$ cat config.mk
export PLATFORM = sky130hd
export DESIGN_NAME = rpn_stack_reader
export DESIGN_NICKNAME = d
export VERILOG_FILES = /design/src/rtl/rpn_stack_reader.sv
export SDC_FILE = /design/constraint.sdc
export NUM_CORES = 1
export LEC_CHECK = 0
export CAP_MARGIN = 20
export CORE_MARGIN = 2
export CORE_UTILIZATION = 45
export CTS_BUF_LIST = sky130_fd_sc_hd__clkbuf_4
export DETAILED_ROUTE_END_ITERATION = 8
export GPL_TIMING_DRIVEN = 1
export PLACE_DENSITY = 0.66
export SLEW_MARGIN = 25
export SYNTH_ARGS = -nofsm -noshare
export SYNTH_HDL_FRONTEND = slang
export SYNTH_SLANG_ARGS = --single-unit
$ cat constraint.sdc
create_clock -name clk -period 5.1 [get_ports clk]
set_input_delay 0.51 -clock clk [delete_from_list [all_inputs] [get_ports clk]]
set_output_delay 0.51 -clock clk [all_outputs]
set_load 0.05 [all_outputs]
$ cat src/rtl/rpn_stack_reader.sv
// Operand LIFO for the board-level RPN calculator: push/pop buttons are
// synchronized and edge-detected, pops show the top entry on the LEDs.
module rpn_stack_reader #(
  parameter int WIDTH = 4,
  parameter int DEPTH = 4
) (
  input  logic                     clk,
  input  logic                     rst_n,
  input  logic [WIDTH-1:0]         sw,
  input  logic [1:0]               btn,
  output logic [WIDTH-1:0]         ld,
  output logic [$clog2(DEPTH):0]   count,
  output logic                     empty,
  output logic                     full,
  output logic                     err
);

  localparam int AW = $clog2(DEPTH);
  localparam int CW = AW + 1;

  logic [1:0]       sync1_reg, sync2_reg, prev_reg, pulse_reg;
  logic [WIDTH-1:0] mem_reg [DEPTH];
  logic [CW-1:0]    count_reg, count_next;
  logic [WIDTH-1:0] ld_reg, ld_next;
  logic             empty_reg, full_reg, err_reg, err_next;
  logic             wr_en;
  logic [AW-1:0]    wr_addr, top_idx;
  logic             push, pop;

  // Pulse is registered so a press lands three edges after it is first sampled.
  always_ff @(posedge clk or negedge rst_n) begin
    if (!rst_n) begin
      sync1_reg <= '0;
      sync2_reg <= '0;
      prev_reg  <= '0;
      pulse_reg <= '0;
    end else begin
      sync1_reg <= btn;
      sync2_reg <= sync1_reg;
      prev_reg  <= sync2_reg;
      pulse_reg <= sync2_reg & ~prev_reg;
    end
  end

  assign push    = pulse_reg[0];
  assign pop     = pulse_reg[1];
  assign top_idx = AW'(count_reg - CW'(1));

  always_comb begin
    count_next = count_reg;
    ld_next    = ld_reg;
    err_next   = err_reg;
    wr_en      = 1'b0;
    wr_addr    = count_reg[AW-1:0];
    if (push && pop) begin
      err_next = 1'b0;
      wr_en    = 1'b1;
      if (!empty_reg) begin
        ld_next = mem_reg[top_idx];
        wr_addr = top_idx;
      end else begin
        wr_addr    = '0;
        count_next = CW'(1);
      end
    end else if (push) begin
      if (full_reg) begin
        err_next = 1'b1;
      end else begin
        wr_en      = 1'b1;
        count_next = count_reg + CW'(1);
        err_next   = 1'b0;
      end
    end else if (pop) begin
      if (empty_reg) begin
        err_next = 1'b1;
      end else begin
        ld_next    = mem_reg[top_idx];
        count_next = count_reg - CW'(1);
        err_next   = 1'b0;
      end
    end
  end

  generate
    for (genvar gi = 0; gi < DEPTH; gi++) begin : g_entry
      always_ff @(posedge clk or negedge rst_n) begin
        if (!rst_n)
          mem_reg[gi] <= '0;
        else if (wr_en && wr_addr == AW'(gi))
          mem_reg[gi] <= sw;
      end
    end
  endgenerate

  // Flags are derived from the next count so they never lag the pointer.
  always_ff @(posedge clk or negedge rst_n) begin
    if (!rst_n) begin
      count_reg <= '0;
      ld_reg    <= '0;
      empty_reg <= 1'b1;
      full_reg  <= 1'b0;
      err_reg   <= 1'b0;
    end else begin
      count_reg <= count_next;
      ld_reg    <= ld_next;
      empty_reg <= (count_next == '0);
      full_reg  <= (count_next == CW'(DEPTH));
      err_reg   <= err_next;
    end
  end

  assign ld    = ld_reg;
  assign count = count_reg;
  assign empty = empty_reg;
  assign full  = full_reg;
  assign err   = err_reg;

endmodule
== After elaboration in Yosys (flattened, before gate mapping) ==
Cells that the tools add are included.
Operators by class
  mux-type cells: 23
  reductions and logical operators: 10
  multiply operators: 0
  magnitude comparators: 1
  div/mod/pow operators: 0
  shift-type cells: 0
  add/subtract/negate cells: 2
  eq/ne operators: 5
  bitwise operators: 3
Operator list (count)
  4-bit two-way mux: 6
  3-bit two-way mux: 6
  4-bit binary-select mux with 2-bit select: 1
  1-bit two-way mux: 8
  1-bit logical AND: 5
  2-bit == test (second input constant): 2
  2-bit two-way mux: 2
  3-bit by 1-bit adder with 3-bit output (second input constant): 1
  3-bit == test (second input constant): 1
  3-bit >= comparator (second input constant): 1
  3-bit zero test: 1
  2-bit NOT with 3-bit output: 1
  3-bit nonzero test: 1
  3-bit by 1-bit subtractor with 3-bit output (second input constant): 1
  2-bit AND: 1
  2-bit by 1-bit == test with 1-bit output (second input constant): 1
  2-bit zero test: 1
  2-bit by 1-bit != test with 1-bit output (second input constant): 1
  2-bit NOT: 1
  2-bit AND reduction: 1
  2-bit nonzero test: 1
Storage, ports and cells
  output and inout bits: 10
  input port bits: 8
  bits in registers: 34
  memory bits (read-only): 0
  memories: 0
  logic and storage cells: 57
  bits in latches: 0
  RAM bits: 0

== Depth between registers and ports, before layout ==
Gate-level depths: netlist (run 1).
  depth after elaboration: 9
  gate-level depth with buffers: 8
  depth with buffers taken out: 6

== Worst setup path after synthesis (run 1) ==
Ideal clock, no wire load.
  kind: register to register
  start point: register count_reg[0] (netlist: count[0])
  end point: register mem_reg[4] in the netlist's numbering
  setup time: 125 ps
  path buffers: 1
  slack: 2740 ps
  cell stages (with the launch flop): 8
  data arrival time: 2235 ps
  clock period less this slack: 2360 ps
  data required time: 4975 ps
  path through: dfrtp_1 buf_6 inv_1 ha_1 nor2_1 mux2i_1 or3_4 mux2_4
On the way
  cells in the longest elaborated chain, start to end: 5
Ends and longest elaborated chain
  start: declaration: RTL line 23  | logic [CW-1:0] count_reg, count_next;
  start signal: assignment: RTL line 104  | count_reg <= count_next;
  3-bit by 1-bit subtractor with 3-bit output
  2-bit two-way mux: RTL line 58  | if (!empty_reg) begin
  2-bit two-way mux (*): RTL line 55  | if (push && pop) begin
  2-bit == test (*): RTL line 89  | else if (wr_en && wr_addr == AW'(gi))
  1-bit logical AND (*): RTL line 89
  end signal: indexed assignment: RTL line 90  | mem_reg[gi] <= sw;
  end: declaration: RTL line 22  | logic [WIDTH-1:0] mem_reg [DEPTH];
Every way passes the cells marked *; elsewhere a longest branch is shown, timed or not.
A chain may end at the register's enable or synchronous reset.

== Worst setup path after layout (run 1) ==
  start point: register count_reg[0] (netlist: count[0])
  end point: register mem_reg[2] in the netlist's numbering
The elaborated chain is that of the path after synthesis.

==> reports/qor.log, run 1 <==
INFO  status         status=finished, final reports clean
INFO  synth          ys_warn_count=0
INFO  synth          sequential_area_share_after_synthesis=53.5%
INFO  layout         sequential_standard_cell_area=852squm
INFO  setup_path     max_fo_critical_path=10
INFO  timing         setup_viol=0
INFO  power          power.share.switching=38.2%
INFO  clocking       ctsHoldBuffers=0
INFO  timing         timing.final.crit_period=2.42ns
INFO  worst_hold_path hp-class=register to register
INFO  timing         rsz0062_at_grt=no
INFO  layout         final_nets=138
INFO  clocking       clk-insertion-delay-late=0.33ns
INFO  die            initial_core_util=47.4%
INFO  layout         antenna_diode_count=0
INFO  setup_path     critPathRequiredTime=5.32ns
INFO  setup_path     worstPathBufferInverterCount=1
INFO  clocking       cts_inserted_buffers=5
INFO  power          p_comb_share=47.1%
INFO  setup_path     critPathKind=register to register
INFO  synth          mean_area_per_synthesized_cell=15.0squm
INFO  die            chipHeight=63.5um
INFO  setup_path     crit_path_top_delay_cell=sky130_fd_sc_hd__dfrtp_1
INFO  layout         largest_register_ff_count=16
INFO  global_route   grt-ovfl-total=0
INFO  drt            avgRoutedWirePerCell=15.2um
INFO  timing         timing.final.crit_share=47.5%
INFO  clocking       setup_repair_bufs_after_cts=0
INFO  drt            antenna_nets_post_route=0
INFO  layout         fillers=305
INFO  global_route   grt_pass1_vias=952
INFO  drt            detailedRoute.firstPassIterationCount=4
INFO  setup_path     crit_path_max_incr_delay=0.64ns
INFO  synth          count_of_flip_flops_with_a_built_in_enable_after_synthesis=0
INFO  timing         hold_ws=0.354ns
INFO  global_route   global_route.peak_usage_layer=met2
INFO  synth          yosysUniqueCellTypes=32
INFO  clocking       clockRootBuffer=sky130_fd_sc_hd__clkbuf_4
INFO  global_route   antenna_violations_before_repair=0
INFO  timing         tightest_slew=0.569ns
INFO  layout         mostFrequentLayoutCells=sky130_fd_sc_hd__dfrtp_1 (33), sky130_fd_sc_hd__clkdlybuf4s50_1 (17), sky130_fd_sc_hd__mux2_2 (12)
INFO  placement      io_buffer_count=17
INFO  clocking       htree_levels=2
INFO  die            boundaryPins=18
INFO  drt            routed_wirelength=2640um
INFO  synth          synth-seq-cells=34
INFO  power          power.internal=0.000703W
INFO  setup_path     cpLargestDelayFamily=flip-flops
INFO  setup_path     worst_path_cell_chain=inv_1, ha_1, nor2_1, mux2i_1, or2_1, mux2_4
INFO  layout         most_common_cell_after_layout_fill_and_taps_aside=sky130_fd_sc_hd__dfrtp_1
INFO  die            dieWidth=63.5um
INFO  die            placeableCoreArea=0.00336sqmm
INFO  power          power.net_switching=0.000434W
INFO  power          p_leak=0.802nW
INFO  synth          synth_async_sr_flop_share=100%
INFO  drt            route.detailed.vias_per_inst=5.24
INFO  timing         number_of_slew_limit_violations_in_the_final_report=0
INFO  global_route   globalRouteMet2Util=22.4%
INFO  layout         finalCoreUtilization=54.4%
INFO  power          clockPowerShare=12.3%
INFO  global_route   grt_util_met1=20.0%
INFO  drt            vias=906
INFO  timing         tns=0ns
INFO  drt            detail_route.iter0.violations=31
INFO  clocking       post_cts_resized=0
INFO  timing         max_freq=413MHz
INFO  global_route   grt_overall_usage=15.5%
INFO  layout         multi_input_area=673squm
INFO  synth          yosys_most_used_dff=sky130_fd_sc_hd__dfrtp_1
INFO  setup_path     critPathLaunchType=register
INFO  global_route   grt_first_pass_wirelength=4600um
INFO  synth          synth_largest_type_area_fraction=51.8%
INFO  synth          synth_cells=106
INFO  layout         syn_to_final_growth=14.8%
INFO  synth          synth_area_leaders=sky130_fd_sc_hd__dfrtp_1 (52%), sky130_fd_sc_hd__mux2_2 (8.5%), sky130_fd_sc_hd__mux2_4 (7.5%)
INFO  setup_path     worstSetupEndpointType=register
INFO  power          power-per-cell-area=621mW/mm^2
INFO  global_route   global_route.usage.met3=5.54%
INFO  synth          syn-num-nets=118
INFO  placement      routability_congestion=0.833
INFO  clocking       cts_tree=done
INFO  synth          yosysTopAreaCell=sky130_fd_sc_hd__dfrtp_1
INFO  clocking       clock_tree.buffer_depth=2
INFO  run            cap_viol_max_count=0
INFO  setup_path     arrival=2.65ns
INFO  power          ir_worst_vdd=249uV
INFO  clocking       cts.sinks=34
INFO  clocking       worst_setup_hold_path_clk_slew=0.09ns
INFO  timing         worst_slew_margin_rel=61.6%
INFO  die            core.rowCount=21
INFO  global_route   maximum_number_of_pins_on_one_net_before_global_route_repair=35
INFO  power          p_seq_share=40.6%
INFO  drt            drc_viols=0
INFO  layout         layout-drive-gt1-share=33.9%
INFO  synth          syn_area=0.00159sqmm
INFO  die            design.die.area=0.00403sqmm
INFO  timing         final_skew=0.00436ns
INFO  timing         timing_hold_violations_final=0
==> synth_stat cells (all sizes together) (2+ instances only) <==
library cell / count
mux2: 20
dfrtp: 33
mux4: 4
nor3b: 3
nor2: 2
nand2: 3
mux2i: 4
nor3: 2
ha: 4
buf: 5
nor2b: 3
and2b: 2
o21ai: 5
and2: 2
inv: 4
==> final cells by class <==
class | instances | area share [%]
Clock inverter | 2 | 0.479
Timing Repair Buffer | 18 | 9.71
Multi-Input combinational cell | 63 | 36.8
Inverter | 4 | 0.821
Tap cell | 46 | 3.15
Sequential cell | 34 | 46.6
Clock buffer | 6 | 2.46
==> layer usage <==
layer  vias up  share of wire [%]
met4         0                3.0
li1        417                  -
met3         9                4.4
met1       461                 47
met5         -                  0
met2        19                 46
==> logic make-up after synthesis <==
family                     count (synthesis)  synth area share [%]
muxes                                     28                  24.4
buffers and inverters                      9                  4.24
DFF                                       34                  53.5
AOI/OAI and AO/OA                         10                  4.71
adders and majority gates                  4                  3.14
and+or+nand+nor                           20                  9.43
xor gates and xnor gates                   1                 0.550
==> worst register-to-register path, delay by kind of cell, from the launching register on <==
family | cells | cell delay (ns)
adder cells (fa/ha/maj) | 1 | 0.47
buffers and inverters | 1 | 0.16
flip-flops | 1 | 0.64
multiplexers | 2 | 0.62
AND/OR/NAND/NOR | 2 | 0.43
==> power groups by stage <==
| stage | registers, W | logic [W] | clock network [W] |
|---|---|---|---|
| after floorplan | 0.000555 | 0.000311 | 0 |
| after global placement | 0.000463 | 0.000527 | 0 |
| after detailed placement | 0.000467 | 0.000539 | 0 |
| after CTS | 0.000462 | 0.000540 | 0.000147 |
| after global routing | 0.000477 | 0.000569 | 0.000165 |
| final | 0.000461 | 0.000535 | 0.000140 |
==> final timing paths <==
| path | from | to | slack [ns] | cells past startpoint |
|---|---|---|---|---|
| worst max-delay path | count[0]$_DFF_PN0_ | mem_reg[2]$_DFFE_PN0P_ | 2.68 | 6 |
| worst min-delay path | sync1_reg[1]$_DFF_PN0_ | sync2_reg[1]$_DFF_PN0_ | 0.35 | 0 |
| worst max register to register | count[0]$_DFF_PN0_ | mem_reg[2]$_DFFE_PN0P_ | 2.68 | 6 |
| worst min register to register | sync1_reg[1]$_DFF_PN0_ | sync2_reg[1]$_DFF_PN0_ | 0.35 | 0 |
| max in group asynchronous | rst_n | empty$_DFF_PN1_ | 4.20 | 2 |
| min in group asynchronous | rst_n | ld[2]$_DFFE_PN0P_ | 0.58 | 2 |
==> per-stage QoR <==
| stage | total power, W | instance area [sq um] | worst slack (ns) | std cells |
|---|---|---|---|---|
| 3_3_place_gp | 0.000990 | 1780 | 2.80 | 165 |
| 6_report | 0.00114 | 1830 | 2.68 | 173 |
| 5_1_grt | 0.00121 | 1830 | 2.54 | 173 |
| 3_5_place_dp | 0.00101 | 1780 | 2.69 | 165 |
| 4_1_cts | 0.00115 | 1830 | 2.67 | 173 |
| 2_1_floorplan | 0.000865 | 1590 | 2.74 | 106 |
Power figures use the tool's default switching activity.
==> inputs of run 2 (changes only) <==
- PLACE_DENSITY: 0.66 -> 0.69
- clock period: 5.1 -> 2 ns (I/O delays scaled with it)
==> run 2 against run 1 <==
- power grew to 2.7 times the previous value
- fmax grew 27%
- wire length fell by 1.1%
- utilization up 2.5 points
- clock power rose to 2.8 times the previous value
- count of clock-buffer cells in the layout increased by 2
- cell count up 3.5%
- largest cell class unchanged
- largest power group unchanged
==> reports/qor.log, run 2 (synthesis gave the netlist of run 1 again) <==
INFO  global_route   maximum_number_of_pins_on_one_net_before_global_route_repair=35 [unchanged]
INFO  power          power-per-cell-area=1590mW/mm^2 [was 621 mW/mm^2]
INFO  drt            avgRoutedWirePerCell=14.6um [was 15.2 um]
INFO  run            cap_viol_max_count=0 [unchanged]
INFO  status         status=finished, final reports clean [unchanged]
INFO  global_route   antenna_violations_before_repair=0 [unchanged]
INFO  die            boundaryPins=18 [unchanged]
INFO  layout         layout-drive-gt1-share=44.4% [was 33.9%]
INFO  layout         design_area=0.00191sqmm [was 0.00183 sq mm]
INFO  setup_path     worst_path_cell_chain=inv_4, ha_2, and2b_2, nor2_1, or3_4, mux2_4 [was inv_1, ha_1, nor2_1, mux2i_1, or2_1, mux2_4]
INFO  timing         rsz0062_at_grt=no [unchanged]
INFO  setup_path     max_fo_critical_path=4 [was 10]
INFO  clocking       cts.sinks=34 [unchanged]
INFO  placement      place_inst=171 [was 165]
INFO  clocking       cts_tree=done [unchanged]
INFO  timing         max_freq=526MHz [was 413 MHz]
INFO  placement      place_hpwl=1960um
INFO  setup_path     critPathKind=register to register [unchanged]
INFO  power          p_leak=0.844nW [was 0.802 nW]
INFO  timing         tightest_slew=0.489ns [was 0.569 ns]
INFO  global_route   grt_pass1_vias=931 [was 952]
INFO  die            placeableCoreArea=0.00336sqmm [unchanged]
INFO  layout         syn_to_final_growth=20.1% [was 14.8%]
INFO  clocking       setup_repair_bufs_after_cts=0 [unchanged]
INFO  global_route   grt-ovfl-total=0 [unchanged]
INFO  drt            drc_viols=0 [unchanged]
INFO  timing         timing.final.crit_period=1.90ns [was 2.42 ns]
INFO  drt            detailedRoute.firstPassIterationCount=4 [unchanged]
INFO  layout         final_nets=144 [was 138]
INFO  timing         worst_slew_margin_rel=67.0% [was 61.6%]
INFO  setup_path     worst_reg2reg_path_length_in_cells=6 [unchanged]
INFO  layout         largest_register_ff_count=16 [unchanged]
INFO  clocking       cts_inserted_buffers=5 [unchanged]
INFO  drt            antenna_nets_post_route=0 [unchanged]
INFO  drt            vias=902 [was 906]
INFO  die            initial_core_util=47.4% [unchanged]
INFO  timing         tns=0ns [unchanged]
INFO  clocking       ctsHoldBuffers=0 [unchanged]
INFO  die            chipHeight=63.5um [unchanged]
INFO  clocking       worst_setup_hold_path_clk_slew=0.10ns [was 0.09 ns]
INFO  setup_path     r2r-start=empty$_DFF_PN1_ [was count[0]$_DFF_PN0_]
INFO  timing         final_skew=0.00636ns [was 0.00436 ns]
INFO  timing         setup_viol=0 [unchanged]
INFO  setup_path     critPathLaunchType=register [unchanged]
INFO  setup_path     crit_path_max_incr_delay=0.64ns [about the same]
INFO  setup_path     critPathRequiredTime=2.22ns [was 5.32 ns]
INFO  die            core.rowCount=21 [unchanged]
INFO  die            design.die.area=0.00403sqmm [unchanged]
INFO  layout         mostFrequentLayoutCells=sky130_fd_sc_hd__dfrtp_1 (31), sky130_fd_sc_hd__clkdlybuf4s50_1 (15), sky130_fd_sc_hd__mux2_2 (12) [was sky130_fd_sc_hd__dfrtp_1 (33), sky130_fd_sc_hd__clkdlybuf4s50_1 (17), sky130_fd_sc_hd__mux2_2 (12)]
INFO  global_route   grt_first_pass_wirelength=4590um [was 4600 um]
INFO  setup_path     arrival=2.12ns [was 2.65 ns]
INFO  drt            detail_route.iter0.violations=69 [was 31]
INFO  clocking       clockRootBuffer=sky130_fd_sc_hd__clkbuf_4 [unchanged]
INFO  timing         hold_ws=0.272ns [was 0.354 ns]
INFO  timing         timing.final.crit_share=95.1% [was 47.5%]
INFO  setup_path     worstSetupEndpointType=register [unchanged]
INFO  placement      total_placed_instance_area=0.00184sqmm [was 0.00178 sq mm]
INFO  drt            route.detailed.vias_per_inst=5.04 [was 5.24]
INFO  setup_path     crit_path_top_delay_cell=sky130_fd_sc_hd__dfstp_4 [was sky130_fd_sc_hd__dfrtp_1]
INFO  layout         instances_no_fill=179 [was 173]
INFO  worst_hold_path hp-class=input port to asynchronous set/reset pin [was register to register]
INFO  setup_path     worst_r2r_endpoint=mem_reg[4]$_DFFE_PN0P_ [was mem_reg[2]$_DFFE_PN0P_]
INFO  placement      io_buffer_count=17 [unchanged]
INFO  clocking       clock_tree.buffer_depth=2 [unchanged]
INFO  timing         number_of_slew_limit_violations_in_the_final_report=0 [unchanged]
INFO  die            dieWidth=63.5um [unchanged]
INFO  placement      routability_congestion=0.885 [was 0.833]
INFO  global_route   grt_overall_usage=15.4% [was 15.5%]
INFO  power          ir_worst_vdd=621uV [was 249 uV]
INFO  setup_path     worstPathBufferInverterCount=1 [unchanged]
INFO  drt            routed_wirelength=2610um [was 2640 um]
INFO  layout         antenna_diode_count=0 [unchanged]
INFO  setup_path     r2r_setup_slack=0.1ns [was 2.68 ns]
INFO  clocking       htree_levels=2 [unchanged]
INFO  layout         most_common_cell_after_layout_fill_and_taps_aside=sky130_fd_sc_hd__dfrtp_1 [unchanged]
INFO  setup_path     cpLargestDelayFamily=simple AND/OR/NAND/NOR gates [was flip-flops]
INFO  timing         timing_hold_violations_final=0 [unchanged]
INFO  clocking       clk-insertion-delay-late=0.32ns [was 0.33 ns]
INFO  clocking       post_cts_resized=0 [unchanged]
-- run 2: changes by cell type in the layout (fill, tap and decap cells not counted), sizes merged --
cell / previous run / this run
buf: 1 / 8
clkbuf: 6 / 8
clkdlybuf4s50: 17 / 15
clkinv: 2 / 0
dlymetal6s2s: 0 / 1
-- run 2: how the worst max path moves through the flow --
stage                                   from                 endpoint  depth (start not counted)
final                        empty$_DFF_PN1_   mem_reg[4]$_DFFE_PN0P_                          6
after global routing         empty$_DFF_PN1_   mem_reg[8]$_DFFE_PN0P_                          5
after detailed placement     empty$_DFF_PN1_   mem_reg[7]$_DFFE_PN0P_                          6
after floorplan           count[0]$_DFF_PN0_  mem_reg[10]$_DFFE_PN0P_                          7
after global placement       empty$_DFF_PN1_   mem_reg[4]$_DFFE_PN0P_                          6
after CTS                 count[0]$_DFF_PN0_                 count[0]                          2
-- run 2: area by class of cell --
cell class              count  area (sq um)
clock buffers               8          60.1
inverters                   4          20.0
fillers                   313          1450
well taps                  46          57.6
multi-input cells          63           694
flip-flops and latches     34           858
repair buffers             24           223
-- run 2: power by group --
| part | switching, W | internal (W) | leakage [nW] | total (W) |
|---|---|---|---|---|
| sequential | 0.000157 | 0.000966 | 0.403 | 0.00112 |
| combinational | 0.000765 | 0.000765 | 0.404 | 0.00153 |
| clock | 0.000205 | 0.000181 | 0.0368 | 0.000386 |
-- run 2: worst reg2reg max path, delay by kind of cell, from the launching register on --
kind | cells | cell delay (ns)
fa+ha+maj | 1 | 0.16
simple gates | 3 | 0.66
flops | 1 | 0.64
mux | 1 | 0.31
buf+inv | 1 | 0.04
-- run 2: per-layer routing --
| metal | global-route usage [%] | vias up | share of wire (%) | wire length, um |
|---|---|---|---|---|
| met5 | 0 | - | 0 | 0 |
| met4 | 5.71 | 0 | 0.96 | 25 |
| met3 | 5.54 | 2 | 4.1 | 108 |
| met2 | 23.3 | 19 | 48 | 1260 |
| met1 | 20.4 | 454 | 46 | 1210 |
| li1 | - | 427 | - | - |
-- run 2: stage by stage --
stage | total power [W] | utilization (%) | worst slack, ns
after floorplan | 0.00227 | - | 0.00118
after global placement | 0.00263 | 54.8 | 0.112
after CTS | 0.00307 | 56.6 | 0.0222
after detailed placement | 0.00268 | 54.8 | 0.0981
after global routing | 0.00325 | 56.9 | 0.0429
final | 0.00304 | 56.9 | 0.0971
